### src/rtl/datapath_units_pkg.sv
`default_nettype none
// +----------------------------------------------------------------------+
// | datapath_units_pkg : shared width default and shift-direction codes   |
// | Rev 1.0                                                               |
// +----------------------------------------------------------------------+
package datapath_units_pkg;

    localparam int   WIDTH_DEF = 4;
    localparam logic DIR_LEFT  = 1'b1;
    localparam logic DIR_RIGHT = 1'b0;

endpackage : datapath_units_pkg
`default_nettype wire

### src/rtl/adder_unit.sv
`default_nettype none
// +----------------------------------------------------------------------+
// | adder_unit : combinational ripple-carry adder with carry in/out       |
// | Rev 1.0                                                               |
// +----------------------------------------------------------------------+
module adder_unit
    import datapath_units_pkg::*;
#(
    parameter int WIDTH = WIDTH_DEF
) (
    input  logic [WIDTH-1:0] add_a,
    input  logic [WIDTH-1:0] add_b,
    input  logic             add_cin,
    output logic [WIDTH-1:0] add_s,
    output logic             add_cout
);

    logic [WIDTH:0] w_carry;

    assign w_carry[0] = add_cin;

    for (genvar i = 0; i < WIDTH; i++) begin : g_bit
        full_adder_cell u_fa (
            .a    (add_a[i]),
            .b    (add_b[i]),
            .cin  (w_carry[i]),
            .s    (add_s[i]),
            .cout (w_carry[i+1])
        );
    end

    assign add_cout = w_carry[WIDTH];

endmodule : adder_unit
`default_nettype wire

### src/rtl/comparator_unit.sv
`default_nettype none
// +----------------------------------------------------------------------+
// | comparator_unit : unsigned magnitude comparator, one-hot gt/lt/eq     |
// | Rev 1.0                                                               |
// +----------------------------------------------------------------------+
module comparator_unit
    import datapath_units_pkg::*;
#(
    parameter int WIDTH = WIDTH_DEF
) (
    input  logic [WIDTH-1:0] cmp_x,
    input  logic [WIDTH-1:0] cmp_y,
    output logic             cmp_gt,
    output logic             cmp_lt,
    output logic             cmp_eq
);

    // Operands are logic vectors, so the relational compare is unsigned.
    assign cmp_gt = (cmp_x >  cmp_y);
    assign cmp_lt = (cmp_x <  cmp_y);
    assign cmp_eq = (cmp_x == cmp_y);

endmodule : comparator_unit
`default_nettype wire

### src/rtl/full_adder_cell.sv
`default_nettype none
// +----------------------------------------------------------------------+
// | full_adder_cell : one-bit full adder used as the ripple-chain cell    |
// | Rev 1.0                                                               |
// +----------------------------------------------------------------------+
module full_adder_cell (
    input  logic a,
    input  logic b,
    input  logic cin,
    output logic s,
    output logic cout
);

    assign s    = a ^ b ^ cin;
    assign cout = (a & b) | (cin & (a ^ b));

endmodule : full_adder_cell
`default_nettype wire

### src/rtl/shift_reg_unit.sv
`default_nettype none
// +----------------------------------------------------------------------+
// | shift_reg_unit : registered one-position shift of the presented word  |
// | Rev 1.0                                                               |
// +----------------------------------------------------------------------+
module shift_reg_unit
    import datapath_units_pkg::*;
#(
    parameter int WIDTH = WIDTH_DEF
) (
    input  logic             clk,
    input  logic             rst,
    input  logic [WIDTH-1:0] sr_i,
    input  logic             sr_din,
    input  logic             sr_dir,
    output logic [WIDTH-1:0] sr_q
);

    logic [WIDTH-1:0] r_q;
    logic [WIDTH-1:0] w_next;

    // Shifts the incoming word, not r_q: there is no hold or recirculate path.
    always_comb begin
        w_next = {sr_din, sr_i[WIDTH-1:1]};
        if (sr_dir == DIR_LEFT) begin
            w_next = {sr_i[WIDTH-2:0], sr_din};
        end
    end

    always_ff @(posedge clk or negedge rst) begin
        if (!rst) begin
            r_q <= '0;
        end else begin
            r_q <= w_next;
        end
    end

    assign sr_q = r_q;

endmodule : shift_reg_unit
`default_nettype wire

### src/rtl/datapath_units.sv
`default_nettype none
// +----------------------------------------------------------------------+
// | datapath_units : shifter, ripple adder and comparator side by side    |
// | Rev 1.0                                                               |
// +----------------------------------------------------------------------+
module datapath_units
    import datapath_units_pkg::*;
#(
    parameter int WIDTH = WIDTH_DEF
) (
    input  logic             clk,
    input  logic             rst,
    input  logic [WIDTH-1:0] sr_i,
    input  logic             sr_din,
    input  logic             sr_dir,
    output logic [WIDTH-1:0] sr_q,
    input  logic [WIDTH-1:0] add_a,
    input  logic [WIDTH-1:0] add_b,
    input  logic             add_cin,
    output logic [WIDTH-1:0] add_s,
    output logic             add_cout,
    input  logic [WIDTH-1:0] cmp_x,
    input  logic [WIDTH-1:0] cmp_y,
    output logic             cmp_gt,
    output logic             cmp_lt,
    output logic             cmp_eq
);

    shift_reg_unit #(.WIDTH(WIDTH)) u_shift (
        .clk    (clk),
        .rst    (rst),
        .sr_i   (sr_i),
        .sr_din (sr_din),
        .sr_dir (sr_dir),
        .sr_q   (sr_q)
    );

    adder_unit #(.WIDTH(WIDTH)) u_add (
        .add_a    (add_a),
        .add_b    (add_b),
        .add_cin  (add_cin),
        .add_s    (add_s),
        .add_cout (add_cout)
    );

    comparator_unit #(.WIDTH(WIDTH)) u_cmp (
        .cmp_x  (cmp_x),
        .cmp_y  (cmp_y),
        .cmp_gt (cmp_gt),
        .cmp_lt (cmp_lt),
        .cmp_eq (cmp_eq)
    );

endmodule : datapath_units
`default_nettype wire

### config.mk
export PLATFORM = sky130hd
export DESIGN_NAME = datapath_units
export DESIGN_NICKNAME = d
export VERILOG_FILES = /design/src/rtl/datapath_units_pkg.sv /design/src/rtl/adder_unit.sv /design/src/rtl/comparator_unit.sv /design/src/rtl/full_adder_cell.sv /design/src/rtl/shift_reg_unit.sv /design/src/rtl/datapath_units.sv
export SDC_FILE = /design/constraint.sdc
export NUM_CORES = 1
export LEC_CHECK = 0
export CORE_MARGIN = 8
export CORE_UTILIZATION = 32
export DETAILED_ROUTE_END_ITERATION = 6
export GPL_TIMING_DRIVEN = 0
export PLACE_DENSITY = 0.82
export SETUP_SLACK_MARGIN = 0.1
export SLEW_MARGIN = 20
export SYNTH_ARGS = -nofsm -noshare
export SYNTH_HDL_FRONTEND = slang
export SYNTH_SLANG_ARGS = --single-unit
### constraint.sdc
create_clock -name clk -period 6.15 [get_ports clk]
set_input_delay 1.23 -clock clk [delete_from_list [all_inputs] [get_ports clk]]
set_output_delay 1.23 -clock clk [all_outputs]
set_load 0.02 [all_outputs]
After elaboration in Yosys (flattened, before gate mapping)
Index checks and enable logic that the tools add are counted.
Storage, ports and cells
  bits in registers: 4
  input port bits: 25
  output and inout port bits: 12
  logic and storage cells: 25
Operators by class
  $lt $le $gt $ge: 2
  equality and inequality tests: 1
  muxes and demuxes: 1
  bitwise gates (word level): 20
Operators by type and width (count)
  bitwise AND 1 bit: 8
  XOR 1 bit: 8
  == test 4 bit: 1
  greater-than comparator 4 bit: 1
  less-than comparator 4 bit: 1
  two-way mux 4 bit: 1
  bitwise OR 1 bit: 4

Depth between registers and ports, before layout
Gate-level depths: netlist of the first run.
  depth after elaboration: 9
  gate-level depth with buffers: 9

Hierarchy
Synthesis of the first run repeated with hierarchy kept, for this count alone.
Unflattened totals
  cells, all modules: 28
  area, all modules: 354.1 um2
Modules (own cells, without submodules)
  shift_reg_unit: times used 1, cells an instance 8, area an instance 145.1 um2, seq. area each 100.1 um2
  comparator_unit: times used 1, cells an instance 16, area an instance 128.9 um2, seq. area each 0.0 um2
  full_adder_cell: times used 4, cells an instance 1, area an instance 20.0 um2, seq. area each 0.0 um2

Worst setup path after synthesis of the first run
No wires, ideal clock.
  path type: input -> output
  from: input add_a[0]
  to: output add_s[3]
  arrival: 2853 ps
  required time: 4920 ps
  slack: 2067 ps
  stages on the path: 9
  buffers on the path: 1
  cell sequence: inv_1 -> fa_1 -> inv_1 -> fa_1 -> fa_1 -> inv_1 -> fa_1 -> inv_1 -> buf_4
On the way
  cells in the longest elaborated chain, start to end: 8
  elaborated cells on any way between the ends: 9
  those cells by class: bitwise (9)
RTL lines
  start: declaration: RTL line datapath_units.sv:17  | input logic [WIDTH-1:0] add_a,
  XOR 1 bit: RTL line full_adder_cell.sv:15  | assign cout = (a & b) | (cin & (a ^ b));
  bitwise AND 1 bit: RTL line full_adder_cell.sv:15
  bitwise OR 1 bit (*): RTL line full_adder_cell.sv:15
  bitwise AND 1 bit (*): RTL line full_adder_cell.sv:15
  bitwise OR 1 bit (*): RTL line full_adder_cell.sv:15
  bitwise AND 1 bit (*): RTL line full_adder_cell.sv:15
  bitwise OR 1 bit (*): RTL line full_adder_cell.sv:15
  XOR 1 bit (*): RTL line full_adder_cell.sv:14  | assign s = a ^ b ^ cin;
  end: declaration: RTL line datapath_units.sv:20  | output logic [WIDTH-1:0] add_s,
Mark *: on every way between the ends. The rest lies on a longest branch, timed or not.

Worst setup path in the final report of the first run
Ends and elaborated chain as after synthesis.

==> results.sh, run 1 <==
export IMPL_ys_seq_elements=4
export IMPL_synth_area_per_cell_um2=10.1
export IMPL_max_slew_margin_pct=84.7
export IMPL_path_clk_slew_ns=0.04
export IMPL_fin_crit_ns=5.12
export IMPL_clk_path_buf_depth=2
export IMPL_synth_adder_area_share_pct=30.7
export IMPL_cts_max_level=1
export IMPL_status="completed"
export IMPL_required_ns=4.92
export IMPL_cts_resized=0
export IMPL_synth_cell_types=14
export IMPL_numCtsBuffers=3
export IMPL_antenna_found_initial=0
export IMPL_fill_cells=109
export IMPL_cap_violations=0
export IMPL_grt_overflow_total=0
export IMPL_rsz0062_at_grt="false"
export IMPL_fin_area_um2=826
export IMPL_setup_violations=0
export IMPL_m1WireLength_um=379
export IMPL_tightest_slew_ns=0.229
export IMPL_ios=37
export IMPL_start_util_pct=33.4
export IMPL_coreArea_um2=1270
export IMPL_end_kind="output port"
export IMPL_crit_chain="clkdlybuf4s50_1 -> inv_1 -> fa_1 -> inv_1 -> fa_1 -> fa_1 -> inv_1 -> fa_1 -> inv_1 -> buf_4 -> clkdlybuf4s50_1"
export IMPL_start_kind="input port"
export IMPL_synth_cells=42
export IMPL_p_leak_nw=0.397
export IMPL_cts_hold_buf=0
export IMPL_ant_nets=0
export IMPL_syn_num_nets=75
export IMPL_layout_drive_gt1_share_pct=16.0
export IMPL_finalHoldViolCount=0
export IMPL_arrival_ns=3.89
export IMPL_wl_mm=1.09
export IMPL_io_buffers=36
export IMPL_drt_initial_drc_count=1
export IMPL_synth_top_family_by_area="adder cells"
export IMPL_clock_root_buffer="clkbuf_4"
export IMPL_critPathTopFamily="buffers and inverters"
export IMPL_dr_wl_met3_um=78
export IMPL_path_max_fanout=1
export IMPL_top_layer="met3"
export IMPL_ys_warn_count=0
export IMPL_die_w_um=52.4
export IMPL_max_stage_delay_ns=0.60
export IMPL_largest_reg_flops=4
export IMPL_met2_length_um=630
export IMPL_slew_viol_final=0
export IMPL_drc=0
export IMPL_fin_tns_setup_ns=0
export IMPL_syn_area_um2=424
export IMPL_fin_crit_sh_pct=83.3
export IMPL_nets=116
export IMPL_grt_max_degree=5
export IMPL_hold_path_class="input port to asynchronous set/reset pin"
export IMPL_post_cts_setup_buffers=0
export IMPL_vias_per_cell=4.09
export IMPL_grt_pass1_vias=404
export IMPL_cts_sinks=4
export IMPL_row_count=13
export IMPL_max_freq_mhz=195
export IMPL_grt_usage_pct=8.21
export IMPL_synthXorXnorAreaFrac_pct=0
export IMPL_post_dp_hpwl_mm=1.03
export IMPL_via_count=393
export IMPL_criticalPathCategory="input port to output port"
export IMPL_synthSimpleGateAreaFrac_pct=7.96
export IMPL_powerDensity_nw_per_um2=164
export IMPL_peakVddDrop_mv=0.148
export IMPL_grt_pass1_wl_mm=1.70
export IMPL_die_area_um2=2750
export IMPL_wl_per_cell_um=11.3
export IMPL_cts_tree="built"
export IMPL_dpl_instance_area_um2=803
export IMPL_cp_slowest_cell="clkdlybuf4s50_1"
export IMPL_cp_buffers_inverters=7
export IMPL_dieHeight_um=52.4
export IMPL_drt_pass1_iter_count=2
export IMPL_synth_compound_area_share_pct=7.67
export IMPL_area_delta_synth_final_pct=94.7
export IMPL_antenna_cells=0
export IMPL_place_congestion=0.738
export IMPL_synth_mux_area_share_pct=10.6
export IMPL_ys_seq_area_share_pct=23.6
-- cell usage in the layout (no fill, tap or decap), drive strengths merged --
master         count
nor2               1
clkbuf             3
a21oi              2
ha                 4
dfrtp              4
mux2               4
nor2b              1
o21bai             1
and2               1
buf                4
fa                 4
clkdlybuf4s50     36
inv               14
nand2              2
-- synthesized netlist by cell type, drive strengths merged --
library cell   n  share of area, %
buf            4               7.1
dfrtp          4                24
and2           1               2.1
nor2           1              0.88
inv           14                12
fa             4                19
ha             4                12
a21oi          2               3.2
nand2          2               1.8
nor2b          1               3.2
o21bai         1               4.4
mux2           4                11
-- per-stage QoR --
| stage | setup WS (ns) | power (W) | cells | util, % | hold slack, ns |
|---|---|---|---|---|---|
| floorplan | 2.07 | 0.0000664 | 42 | - | 0.934 |
| global placement | 1.03 | 0.000103 | 93 | 63.3 | 1.45 |
| detailed placement | 0.992 | 0.000105 | 93 | 63.3 | 1.45 |
| CTS | 0.988 | 0.000139 | 96 | 65.1 | 1.20 |
| global route | 0.917 | 0.000144 | 96 | 65.1 | 1.21 |
| finish | 1.03 | 0.000135 | 96 | 65.1 | 1.20 |
-- final cells by class --
class	instances	area (um2)	area share (%)
Inverter	14	52.6	6.36
Multi-Input combinational cell	20	241	29.2
Clock buffer	3	22.5	2.73
Sequential cell	4	100	12.1
Tap cell	15	18.8	2.27
Buffer	4	30.0	3.64
Timing Repair Buffer	36	360	43.6
-- worst paths after layout --
check / cells after the start / slack [ns] / startpoint / endpoint
worst max-delay path: 11 / 1.03 / add_a[0] / add_s[3]
min in group clk: 2 / 1.61 / sr_i[3] / u_shift.sr_q[2]
max in group asynchronous: 1 / 4.78 / rst / u_shift.sr_q[0]
worst min-delay path: 1 / 1.20 / rst / u_shift.sr_q[3]
-- metal layers --
metal  GRT usage, %  up-vias
li1               -      199
met1           7.97      181
met2           15.2       13
met3           3.41        0
met4           2.59        0
met5              0        -
-- cell families (layout without fill, tap and decap cells) --
logic type      count (synthesis)  count (layout)
compound gates                  3               3
mux                             4               4
simple gates                    5               5
fa+ha+maj                       8               8
flops                           4               4
buf+inv                        18              57
-- report_power, final --
group          switching (W)  leakage [nW]   total, W  internal, W
logic              0.0000296         0.336  0.0000744    0.0000448
clock network      0.0000102        0.0138  0.0000320    0.0000218
registers        0.000000447        0.0466  0.0000289    0.0000285
total              0.0000402         0.397   0.000135    0.0000951
Note: power is estimated with default switching activity, not from simulation.
==> inputs of run 2 (changes only) <==
Settings changed: CORE_UTILIZATION 32 to 30, PLACE_DENSITY 0.82 to 0.77.
Clock period 6.15 ns to 4.8 ns, I/O delays scaled along.
==> results.sh, run 2 (same netlist as run 1, synthesis figures left out) <==
export IMPL_criticalPathCategory="input port to output port"
export IMPL_coreArea_um2=1320
export IMPL_multi_input_area_um2=241
export IMPL_arrival_ns=3.59
export IMPL_area_delta_synth_final_pct=94.7
export IMPL_start_util_pct=32.2
export IMPL_numCtsBuffers=3
export IMPL_clk_path_buf_depth=2
export IMPL_path_max_fanout=1
export IMPL_wl_mm=1.11
export IMPL_cts_hold_buf=0
export IMPL_fill_cells=111
export IMPL_setup_violations=0
export IMPL_cts_resized=0
export IMPL_path_clk_slew_ns=0.04
export IMPL_cts_tree="built"
export IMPL_grt_pass1_vias=479
export IMPL_powerDensity_nw_per_um2=212
export IMPL_die_area_um2=2870
export IMPL_nets=116
export IMPL_grt_max_degree=5
export IMPL_register_area_um2=100
export IMPL_cts_sinks=4
export IMPL_whs_ns=0.917
export IMPL_post_cts_setup_buffers=0
export IMPL_fin_tns_setup_ns=0
export IMPL_end_kind="output port"
export IMPL_clock_root_buffer="clkbuf_4"
export IMPL_ant_nets=0
export IMPL_via_count=396
export IMPL_tightest_slew_ns=0.247
export IMPL_drt_pass1_iter_count=3
export IMPL_fin_crit_ns=4.55
export IMPL_drc=0
export IMPL_grt_overflow_total=0
export IMPL_place_congestion=0.737
export IMPL_ios=37
export IMPL_layout_common_cells="36 x clkdlybuf4s50_1, 14 x inv_1"
export IMPL_cap_violations=0
export IMPL_fin_crit_sh_pct=94.7
export IMPL_slew_viol_final=0
export IMPL_peakVddDrop_mv=0.116
export IMPL_rsz0062_at_grt="false"
export IMPL_cts_max_level=1
export IMPL_required_ns=3.84
export IMPL_p_leak_nw=0.397
export IMPL_wl_per_cell_um=11.5
export IMPL_layout_drive_gt1_share_pct=16.0
export IMPL_antenna_cells=0
export IMPL_dieHeight_um=53.6
export IMPL_largest_reg_flops=4
export IMPL_max_freq_mhz=220
export IMPL_status="completed"
export IMPL_grt_usage_pct=8.64
export IMPL_grt_pass1_wl_mm=1.84
export IMPL_io_buffers=36
export IMPL_finalHoldViolCount=0
export IMPL_die_w_um=53.6
export IMPL_vias_per_cell=4.13
export IMPL_mostFrequentLayoutCell="clkdlybuf4s50_1"
export IMPL_post_dp_hpwl_mm=1.01
export IMPL_antenna_found_initial=0
export IMPL_max_slew_margin_pct=83.5
export IMPL_start_kind="input port"
export IMPL_drt_initial_drc_count=2
export IMPL_row_count=13
export IMPL_hold_path_class="input port to asynchronous set/reset pin"
==> run 2: cell counts in the layout (fill, tap and decap cells not counted) <==
No cell type changed its count.
==> run 2: path summary, 6_finish.rpt <==
path,from,end,slack [ns],cells past startpoint
min,rst,u_shift.sr_q[3],0.92,1
max in group asynchronous,rst,u_shift.sr_q[2],3.73,1
min in group clk,sr_i[0],u_shift.sr_q[1],1.33,2
max,add_b[0],add_s[3],0.25,11
==> run 2: power breakdown <==
| group | internal (W) | total (W) | switching (W) |
|---|---|---|---|
| Sequential | 0.0000365 | 0.0000371 | 0.000000628 |
| Clock | 0.0000280 | 0.0000425 | 0.0000144 |
| Combinational | 0.0000574 | 0.0000954 | 0.0000380 |
==> run 2: final cells by class <==
type                            instances  share of cell area [%]
Timing Repair Buffer                   36                    43.6
Sequential cell                         4                    12.1
Multi-Input combinational cell         20                    29.2
Clock buffer                            3                    2.73
Buffer                                  4                    3.64
Inverter                               14                    6.36
Tap cell                               15                    2.27
==> run 2: through the flow <==
stage / instance area (um2) / setup WS [ns] / utilization (%) / power, W / instances
2_1_floorplan: 424 / 1.26 / - / 0.0000850 / 42
3_3_place_gp: 803 / 0.257 / 61.0 / 0.000133 / 93
3_5_place_dp: 803 / 0.234 / 61.0 / 0.000134 / 93
4_1_cts: 826 / 0.228 / 62.7 / 0.000180 / 96
5_1_grt: 826 / 0.136 / 62.7 / 0.000188 / 96
6_report: 826 / 0.253 / 62.7 / 0.000175 / 96
==> run 2: worst max-delay path: stages <==
cell	delay (ns)
clkdlybuf4s50_1	0.40
inv_1	0.07
fa_1	0.16
inv_1	0.05
fa_1	0.37
fa_1	0.36
inv_1	0.07
fa_1	0.40
inv_1	0.06
buf_4	0.09
clkdlybuf4s50_1	0.59
==> run 2: per-layer routing <==
| layer | wire length, um | global-route usage, % | up-vias |
|---|---|---|---|
| met5 | 0 | 0 | - |
| met4 | 32 | 6.30 | 0 |
| met3 | 225 | 6.06 | 4 |
| met2 | 483 | 14.5 | 29 |
| met1 | 364 | 7.02 | 166 |
| li1 | - | - | 197 |
